## src/rtl/pc_watch_pkg.sv

```systemverilog
// Shared widths, helper functions and the trace record type for the PC watch/trace unit.
package pc_watch_pkg;

  localparam int CYC_W = 32;

  function automatic int ch_width(input int num_ch);
    return (num_ch > 1) ? $clog2(num_ch) : 1;
  endfunction

  function automatic int rec_width(input int xlen, input int ch_w);
    return ch_w + 2 * xlen + CYC_W;
  endfunction

  localparam int PKG_XLEN   = 32;
  localparam int PKG_NUM_CH = 4;
  localparam int PKG_CH_W   = ch_width(PKG_NUM_CH);

  // Field order matches the packing used by the top level: {ch, pc, data, cycle}
  typedef struct packed {
    logic [PKG_CH_W-1:0] ch;
    logic [PKG_XLEN-1:0] pc;
    logic [PKG_XLEN-1:0] data;
    logic [CYC_W-1:0]    cycle;
  } trace_rec_t;

endpackage

```

## src/rtl/pc_watch_trace_fifo.sv

```systemverilog
// First-word-fall-through trace FIFO with extra-MSB pointers; a push into a full FIFO
// is accepted only when a pop frees a slot in the same cycle.
module trace_fifo #(
  parameter int WIDTH = 8,
  parameter int DEPTH = 16
) (
  input  logic             clk,
  input  logic             rst_n,
  input  logic             push,
  input  logic [WIDTH-1:0] push_data,
  output logic             full,
  output logic             out_valid,
  input  logic             out_ready,
  output logic [WIDTH-1:0] out_data
);

  localparam int AW = $clog2(DEPTH);

  logic [AW:0]      wr_ptr;
  logic [AW:0]      rd_ptr;
  logic [WIDTH-1:0] mem [DEPTH];
  logic             pop;
  logic             do_push;

  assign out_valid = (wr_ptr != rd_ptr);
  assign full      = (wr_ptr[AW] != rd_ptr[AW]) && (wr_ptr[AW-1:0] == rd_ptr[AW-1:0]);
  assign pop       = out_valid && out_ready;
  assign do_push   = push && (!full || pop);

  always_ff @(posedge clk or negedge rst_n) begin
    if (!rst_n) begin
      wr_ptr <= '0;
      rd_ptr <= '0;
    end else begin
      if (do_push) wr_ptr <= wr_ptr + (AW+1)'(1);
      if (pop)     rd_ptr <= rd_ptr + (AW+1)'(1);
    end
  end

  // Storage needs no reset: only slots between the pointers are ever observed
  always_ff @(posedge clk) begin
    if (do_push) mem[wr_ptr[AW-1:0]] <= push_data;
  end

  assign out_data = mem[rd_ptr[AW-1:0]];

endmodule

```

## src/rtl/pc_watch_tracer.sv

```systemverilog
// PC watchpoint and trace unit: per-channel hit counters plus a trace FIFO of hit records.
// Optional halt request on reaching HALT_CNT hits is enabled with `define PC_WATCH_HALT_EN.
module pc_watch_tracer
  import pc_watch_pkg::*;
#(
  parameter int  XLEN     = 32,
  parameter int  NUM_CH   = 4,
  parameter int  DEPTH    = 16,
  parameter int  CNT_W    = 16,
  parameter int  HALT_CNT = 1,
  localparam int CH_W     = ch_width(NUM_CH)
) (
  input  logic                    clk,
  input  logic                    rst_n,
  input  logic                    cfg_we,
  input  logic                    cfg_clr,
  input  logic [CH_W-1:0]         cfg_ch,
  input  logic [XLEN-1:0]         cfg_addr,
  input  logic                    cfg_en,
  input  logic                    ret_valid,
  input  logic [XLEN-1:0]         ret_pc,
  input  logic [XLEN-1:0]         ret_data,
  output logic                    trc_valid,
  input  logic                    trc_ready,
  output logic [CH_W-1:0]         trc_ch,
  output logic [XLEN-1:0]         trc_pc,
  output logic [XLEN-1:0]         trc_data,
  output logic [31:0]             trc_cycle,
  output logic [NUM_CH*CNT_W-1:0] hit_cnt,
  output logic                    trc_overflow,
  output logic                    halt_req,
  input  logic                    halt_ack
);

  localparam int              REC_W    = rec_width(XLEN, CH_W);
  localparam logic [CNT_W-1:0] CNT_MAX  = {CNT_W{1'b1}};
  localparam logic [CNT_W-1:0] HALT_VAL = CNT_W'(HALT_CNT);

  logic [XLEN-1:0]  addr_q [NUM_CH];
  logic [NUM_CH-1:0] en_q;
  logic [NUM_CH-1:0] hit;
  logic [NUM_CH-1:0] clr_sel;
  logic [NUM_CH-1:0] reach_halt;
  logic [CNT_W-1:0] cnt_q   [NUM_CH];
  logic [CNT_W-1:0] cnt_nxt [NUM_CH];
  logic [CH_W-1:0]  hit_ch;
  logic             any_hit;
  logic [CYC_W-1:0] cyc_q;
  logic             ovf_q;
  logic             fifo_full;
  logic             pop;
  logic [REC_W-1:0] rec_in;
  logic [REC_W-1:0] rec_out;

  // Config writes land after the edge, so a same-cycle retire still sees the old entry
  always_ff @(posedge clk or negedge rst_n) begin
    if (!rst_n) begin
      for (int i = 0; i < NUM_CH; i++) addr_q[i] <= '0;
      en_q <= '0;
    end else begin
      for (int i = 0; i < NUM_CH; i++) begin
        if (cfg_we && (cfg_ch == CH_W'(i))) begin
          addr_q[i] <= cfg_addr;
          en_q[i]   <= cfg_en;
        end
      end
    end
  end

  always_comb begin
    hit     = '0;
    clr_sel = '0;
    for (int i = 0; i < NUM_CH; i++) begin
      hit[i]     = ret_valid && en_q[i] && (ret_pc == addr_q[i]);
      clr_sel[i] = cfg_clr && (cfg_ch == CH_W'(i));
    end
  end

  // Descending scan leaves the lowest-index hitting channel in hit_ch
  always_comb begin
    hit_ch = '0;
    for (int i = NUM_CH - 1; i >= 0; i--) begin
      if (hit[i]) hit_ch = CH_W'(i);
    end
  end

  assign any_hit = |hit;

  always_comb begin
    for (int i = 0; i < NUM_CH; i++) begin
      cnt_nxt[i]    = cnt_q[i];
      reach_halt[i] = 1'b0;
      if (clr_sel[i]) begin
        cnt_nxt[i] = '0;
      end else if (hit[i] && (cnt_q[i] != CNT_MAX)) begin
        cnt_nxt[i] = cnt_q[i] + CNT_W'(1);
      end
      reach_halt[i] = !clr_sel[i] && hit[i] && (cnt_q[i] != HALT_VAL) && (cnt_nxt[i] == HALT_VAL);
    end
  end

  always_ff @(posedge clk or negedge rst_n) begin
    if (!rst_n) begin
      for (int i = 0; i < NUM_CH; i++) cnt_q[i] <= '0;
    end else begin
      for (int i = 0; i < NUM_CH; i++) cnt_q[i] <= cnt_nxt[i];
    end
  end

  assign pop = trc_valid && trc_ready;

  always_ff @(posedge clk or negedge rst_n) begin
    if (!rst_n) begin
      cyc_q <= '0;
      ovf_q <= 1'b0;
    end else begin
      cyc_q <= cyc_q + CYC_W'(1);
      if (any_hit && fifo_full && !pop) ovf_q <= 1'b1;
    end
  end

  assign trc_overflow = ovf_q;
  assign rec_in       = {hit_ch, ret_pc, ret_data, cyc_q};

  trace_fifo #(
    .WIDTH (REC_W),
    .DEPTH (DEPTH)
  ) u_fifo (
    .clk       (clk),
    .rst_n     (rst_n),
    .push      (any_hit),
    .push_data (rec_in),
    .full      (fifo_full),
    .out_valid (trc_valid),
    .out_ready (trc_ready),
    .out_data  (rec_out)
  );

  assign {trc_ch, trc_pc, trc_data, trc_cycle} = rec_out;

  for (genvar g = 0; g < NUM_CH; g++) begin : g_cnt_out
    assign hit_cnt[g*CNT_W +: CNT_W] = cnt_q[g];
  end

`ifdef PC_WATCH_HALT_EN
  // Acknowledge takes priority over a new threshold crossing in the same cycle
  always_ff @(posedge clk or negedge rst_n) begin
    if (!rst_n) begin
      halt_req <= 1'b0;
    end else if (halt_ack) begin
      halt_req <= 1'b0;
    end else if (|reach_halt) begin
      halt_req <= 1'b1;
    end
  end
`else
  logic unused_halt;
  assign unused_halt = ^{halt_ack, reach_halt};
  assign halt_req    = 1'b0;
`endif

endmodule

```

## config.mk

```make
export PLATFORM = sky130hd
export DESIGN_NAME = pc_watch_tracer
export DESIGN_NICKNAME = d
export VERILOG_FILES = /design/src/rtl/pc_watch_pkg.sv /design/src/rtl/pc_watch_trace_fifo.sv /design/src/rtl/pc_watch_tracer.sv
export SDC_FILE = /design/constraint.sdc
export NUM_CORES = 2
export LEC_CHECK = 0
export ABC_AREA = 1
export CORE_MARGIN = 2
export CORE_UTILIZATION = 49
export DETAILED_ROUTE_END_ITERATION = 8
export DONT_BUFFER_PORTS = 1
export SETUP_SLACK_MARGIN = 0.15
export SLEW_MARGIN = 0
export SYNTH_ARGS = -nofsm -noshare
export SYNTH_HDL_FRONTEND = slang
export SYNTH_SLANG_ARGS = --single-unit
```

## constraint.sdc

```tcl
create_clock -name clk -period 18.6 [get_ports clk]
set_input_delay 2.79 -clock clk [delete_from_list [all_inputs] [get_ports clk]]
set_output_delay 2.79 -clock clk [all_outputs]
set_load 0.005 [all_outputs]
```

==> reports/results.txt <==
The run finished with clean final reports. The minimum period implied by the final worst setup slack is 7.796 ns. The clock arrives with 0.02599 ns of skew. The number of failing hold endpoints at the final stage is 0. The clock reaches the later pin of the worst-skew pair after 0.81 ns. The post-route netlist has 6.714% of its cells at a drive strength greater than 1. Counting every net in the synthesized netlist gives 6221. Data arrives at the worst endpoint at 5.01 ns.

The worst hold path terminates at en_q[0]. The worst-case reg-to-reg path depth is 14. On the critical path, the stage with the largest delay is an instance of sky130_fd_sc_hd__buf_4.

After routing the design area is 82470 um^2. The share of synthesized area in the top cell type comes to 63.02%. The endpoint identified for the worst register-to-register timing path is u_fifo.mem[11][42].

The cell sitting at the root of the clock tree is a sky130_fd_sc_hd__clkbuf_16. The signal on the critical path passes through inv_8 -> buf_4 -> buf_4 -> nor2_1 -> o32ai_1 -> o211ai_1 -> nand3_1. In the synthesized netlist the dominant register cell turns out to be sky130_fd_sc_hd__edfxtp_1. The run gives 71.03% as the share of the yosys chip area belonging to registers. In the layout the commonest cells are sky130_fd_sc_hd__edfxtp_1 (1568), sky130_fd_sc_hd__nor2_1 (1073), sky130_fd_sc_hd__nand2_1 (838), sky130_fd_sc_hd__o21ai_0 (556), sky130_fd_sc_hd__nand3_1 (307). The non-filler instance count after layout was 8198. Counting every instance in the synthesized netlist gives 6105. For the highest clock frequency the design can meet, the log shows 0.1283 GHz. From bottom edge to top edge, the die measures 394.5 um.

Measured along the x axis, the die boundary spans 394.5 um. The via density per instance is 5.792. Setup repair after global routing left no endpoint under its margin.

Setup violations remaining at the end of the flow were counted as 0. For the pin with the worst max-slew slack, the measured transition is 1.466 ns. Number of antenna violations at the first check in global routing: 2. Hold is met by 0.4939 ns. In this run the deepest clock path goes through 3 buffers.

The cell that appears most often on the critical path is sky130_fd_sc_hd__buf_4. STA classifies the critical path endpoint as an output port. Of the available clock period, the critical path in the final layout requires 41.91%. The H-tree was split into 4 levels.

For this run, the number of Yosys warnings is 0. At the end of routability-driven placement, the weighted congestion stood at 0.9532. Along the worst hold path, the cell count comes to 2. The count of filler cells inserted in the layout is 12923, and the layout-stage area growth over the synthesis result is 10.38%.

Leading cell type in the layout, fill and taps excluded: sky130_fd_sc_hd__edfxtp_1. The worst setup path is of the flop to output port kind. The leakage power is 30.14 nW. The worst setup path is launched from a flop.

The number of max-capacitance violations reported was 0; the peak per-stage delay on the critical path was 0.86 ns. The area taken by multi-input logic gates was 19380 um^2. In this run the power density over the cells is 135.7 nW/um^2. After the last flow step, the layout net total stands at 6130. In this run the worst hold path is classified as flop to flop. Detailed placement ended at an HPWL of 101800 um. The final number of max-transition violations came out at 0. Gates resized during post-CTS repair numbered 0.

For the starting DRC count in detailed routing, the log shows 4075. Buffers placed on the I/O ports in this run total 0. The sequential cell area was 53080 um^2; the average wire per standard cell was 23.83 um. Once placement finished, the instance area stood at 76560 um^2.

TritonCTS built the clock tree. The startpoint of the worst hold path is en_q[0]. Number of buffers inserted for hold repair after clock tree synthesis: 0. The detailed-route via count was 47480; the number of enable-type register cells in the synthesized netlist was 1568. For this run, the total global-route usage over all layers was measured as 24.77%.

The mean instance size in the synthesized netlist was 12.24 um^2; the total instance count after detailed placement was 7858. The run gives 15.81 ns as the worst path required time. The detail route stage leaves a number of antenna-violating nets equal to 0.

271 I/O pins were placed. The initialized floorplan defines 143 standard-cell rows. The post-CTS setup buffer count is 0, and the largest net degree at the start of global routing is 240.

Clock-pin slew was measured on the worst setup and hold paths at 0.06 ns. The first detailed-routing pass took 8 iterations. The total design power is 0.01119 W, and the first-pass GRT wire length is 291600 um.

The tools report the reg-to-reg startpoint as u_fifo.rd_ptr[0]. The core region is 151700 um^2. By area the synthesized netlist is led by sky130_fd_sc_hd__edfxtp_1 (63%), sky130_fd_sc_hd__dfrtp_1 (8.0%), sky130_fd_sc_hd__nor2_1 (5.5%), sky130_fd_sc_hd__nand2_1 (4.2%), sky130_fd_sc_hd__o21ai_0 (3.7%). The critical-path maximum fanout is 164, and the via count of the first global-routing pass is 45582. The biggest area contributor in the post-synthesis netlist is sky130_fd_sc_hd__edfxtp_1. For the flop-to-flop setup slack, the log shows 11.84 ns. Synthesis instantiated 49 different standard cells from the library. The cell area that synthesis handed to floorplanning was 74710 um^2. The worst supply voltage drop on vdd is 0.1653 mV, and the worst-case headroom to the max-slew limit is 2.254%. For this run, design rule violations remaining after detail routing come to 0. In this run, synthesis produced a sequential element count of 1807. Counting the buffers created by CTS gives 184. The TritonCTS sink count is 1807, and the initial core utilization is 49.24%. The residual overflow from global routing was 0; the total length of routed wires was 195400 um. Share of flip-flops with an asynchronous set or reset: 13.23%. Summed over all failing endpoints, the final setup total negative slack is 0 ns.

The die covers 155600 um^2.
[kinds of logic after synthesis]
logic type | share of synthesized area, %
AO/OA/AOI/OAI | 8.825
XOR/XNOR | 1.336
adder cells (fa/ha/maj) | 0.1675
buffers and inverters | 3.237
flip-flops | 71.03
multiplexers | 2.199
other | 0.005019
AND/OR/NAND/NOR | 13.20
[cells in the mapped netlist, types with 13 or more instances]
library cell	instances
sky130_fd_sc_hd__buf_1	22
sky130_fd_sc_hd__buf_2	81
sky130_fd_sc_hd__clkbuf_1	224
sky130_fd_sc_hd__dfrtp_1	239
sky130_fd_sc_hd__edfxtp_1	1568
sky130_fd_sc_hd__inv_1	236
sky130_fd_sc_hd__inv_2	21
sky130_fd_sc_hd__mux2i_1	163
sky130_fd_sc_hd__nand2_1	839
sky130_fd_sc_hd__nand2_2	13
sky130_fd_sc_hd__nand3_1	310
sky130_fd_sc_hd__nand4_1	48
sky130_fd_sc_hd__nor2_1	1090
sky130_fd_sc_hd__nor3_1	39
sky130_fd_sc_hd__o211ai_1	33
sky130_fd_sc_hd__o21ai_0	556
sky130_fd_sc_hd__o221ai_1	163
sky130_fd_sc_hd__o32ai_1	229
sky130_fd_sc_hd__xnor2_1	50
sky130_fd_sc_hd__xor2_1	64
[registers in the layout (all words and copies together) (netlist names)]
signal / cells
u_fifo.rd_ptr: 5
hit_cnt: 64
cyc_q: 32
en_q: 4
trc_overflow: 1
u_fifo.mem: 1568
addr_q: 128
u_fifo.wr_ptr: 5
[metal layers]
metal,routed length (um),share of wire [%],global-route usage (%)
met3,12420,6.4,4.814
met2,93460,48,40.13
met1,85040,44,34.41
met5,14,0.0072,0
met4,4459,2.3,6.550
[area by class of cell]
cell class / instances / share of cell area (%)
Timing Repair Buffer: 66 / 0.6918
Multi-Input combinational cell: 3697 / 23.50
Clock inverter: 80 / 0.8723
Antenna cell: 2 / 0.006068
Sequential cell: 1807 / 64.36
Inverter: 258 / 1.200
Clock buffer: 258 / 6.294
Tap cell: 2030 / 3.080
[critical path: cells and delay by family, from the launching register on]
kind | cells | cell delay, ns
buffers and inverters | 3 | 2.42
AND/OR/NAND/NOR | 2 | 0.45
flip-flops | 1 | 0.74
AO/OA/AOI/OAI | 2 | 0.43
[worst max path at each step]
stage | slack (ns) | endpoint | from | cells after the start
3_3_place_gp | 11.02 | u_fifo.mem[9][45] | ret_pc[26] | 13
5_1_grt | 10.41 | trc_data[6] | u_fifo.rd_ptr[0] | 7
4_1_cts | 10.71 | trc_pc[22] | u_fifo.rd_ptr[0] | 7
6_report | 10.80 | trc_pc[22] | u_fifo.rd_ptr[0] | 7
2_1_floorplan | 10.0 | u_fifo.mem[0][0] | ret_pc[22] | 12
3_5_place_dp | 11.11 | u_fifo.mem[9][45] | ret_pc[26] | 13
[power breakdown]
group          leakage [nW]  total [W]  switching (W)  internal, W
registers              18.4    0.00460       0.000142      0.00446
clock network          2.87    0.00362        0.00153      0.00210
logic                  8.86    0.00297        0.00207     0.000900
total                  30.1     0.0112        0.00374      0.00746
[metrics by stage]
| step | utilization (%) | setup slack [ns] |
|---|---|---|
| floorplan | - | 9.999 |
| global placement | 50.46 | 11.02 |
| detailed placement | 50.46 | 11.11 |
| CTS | 54.35 | 10.71 |
| global route | 54.35 | 10.41 |
| finish | 54.36 | 10.80 |
Note: power is estimated with default switching activity, not from simulation.
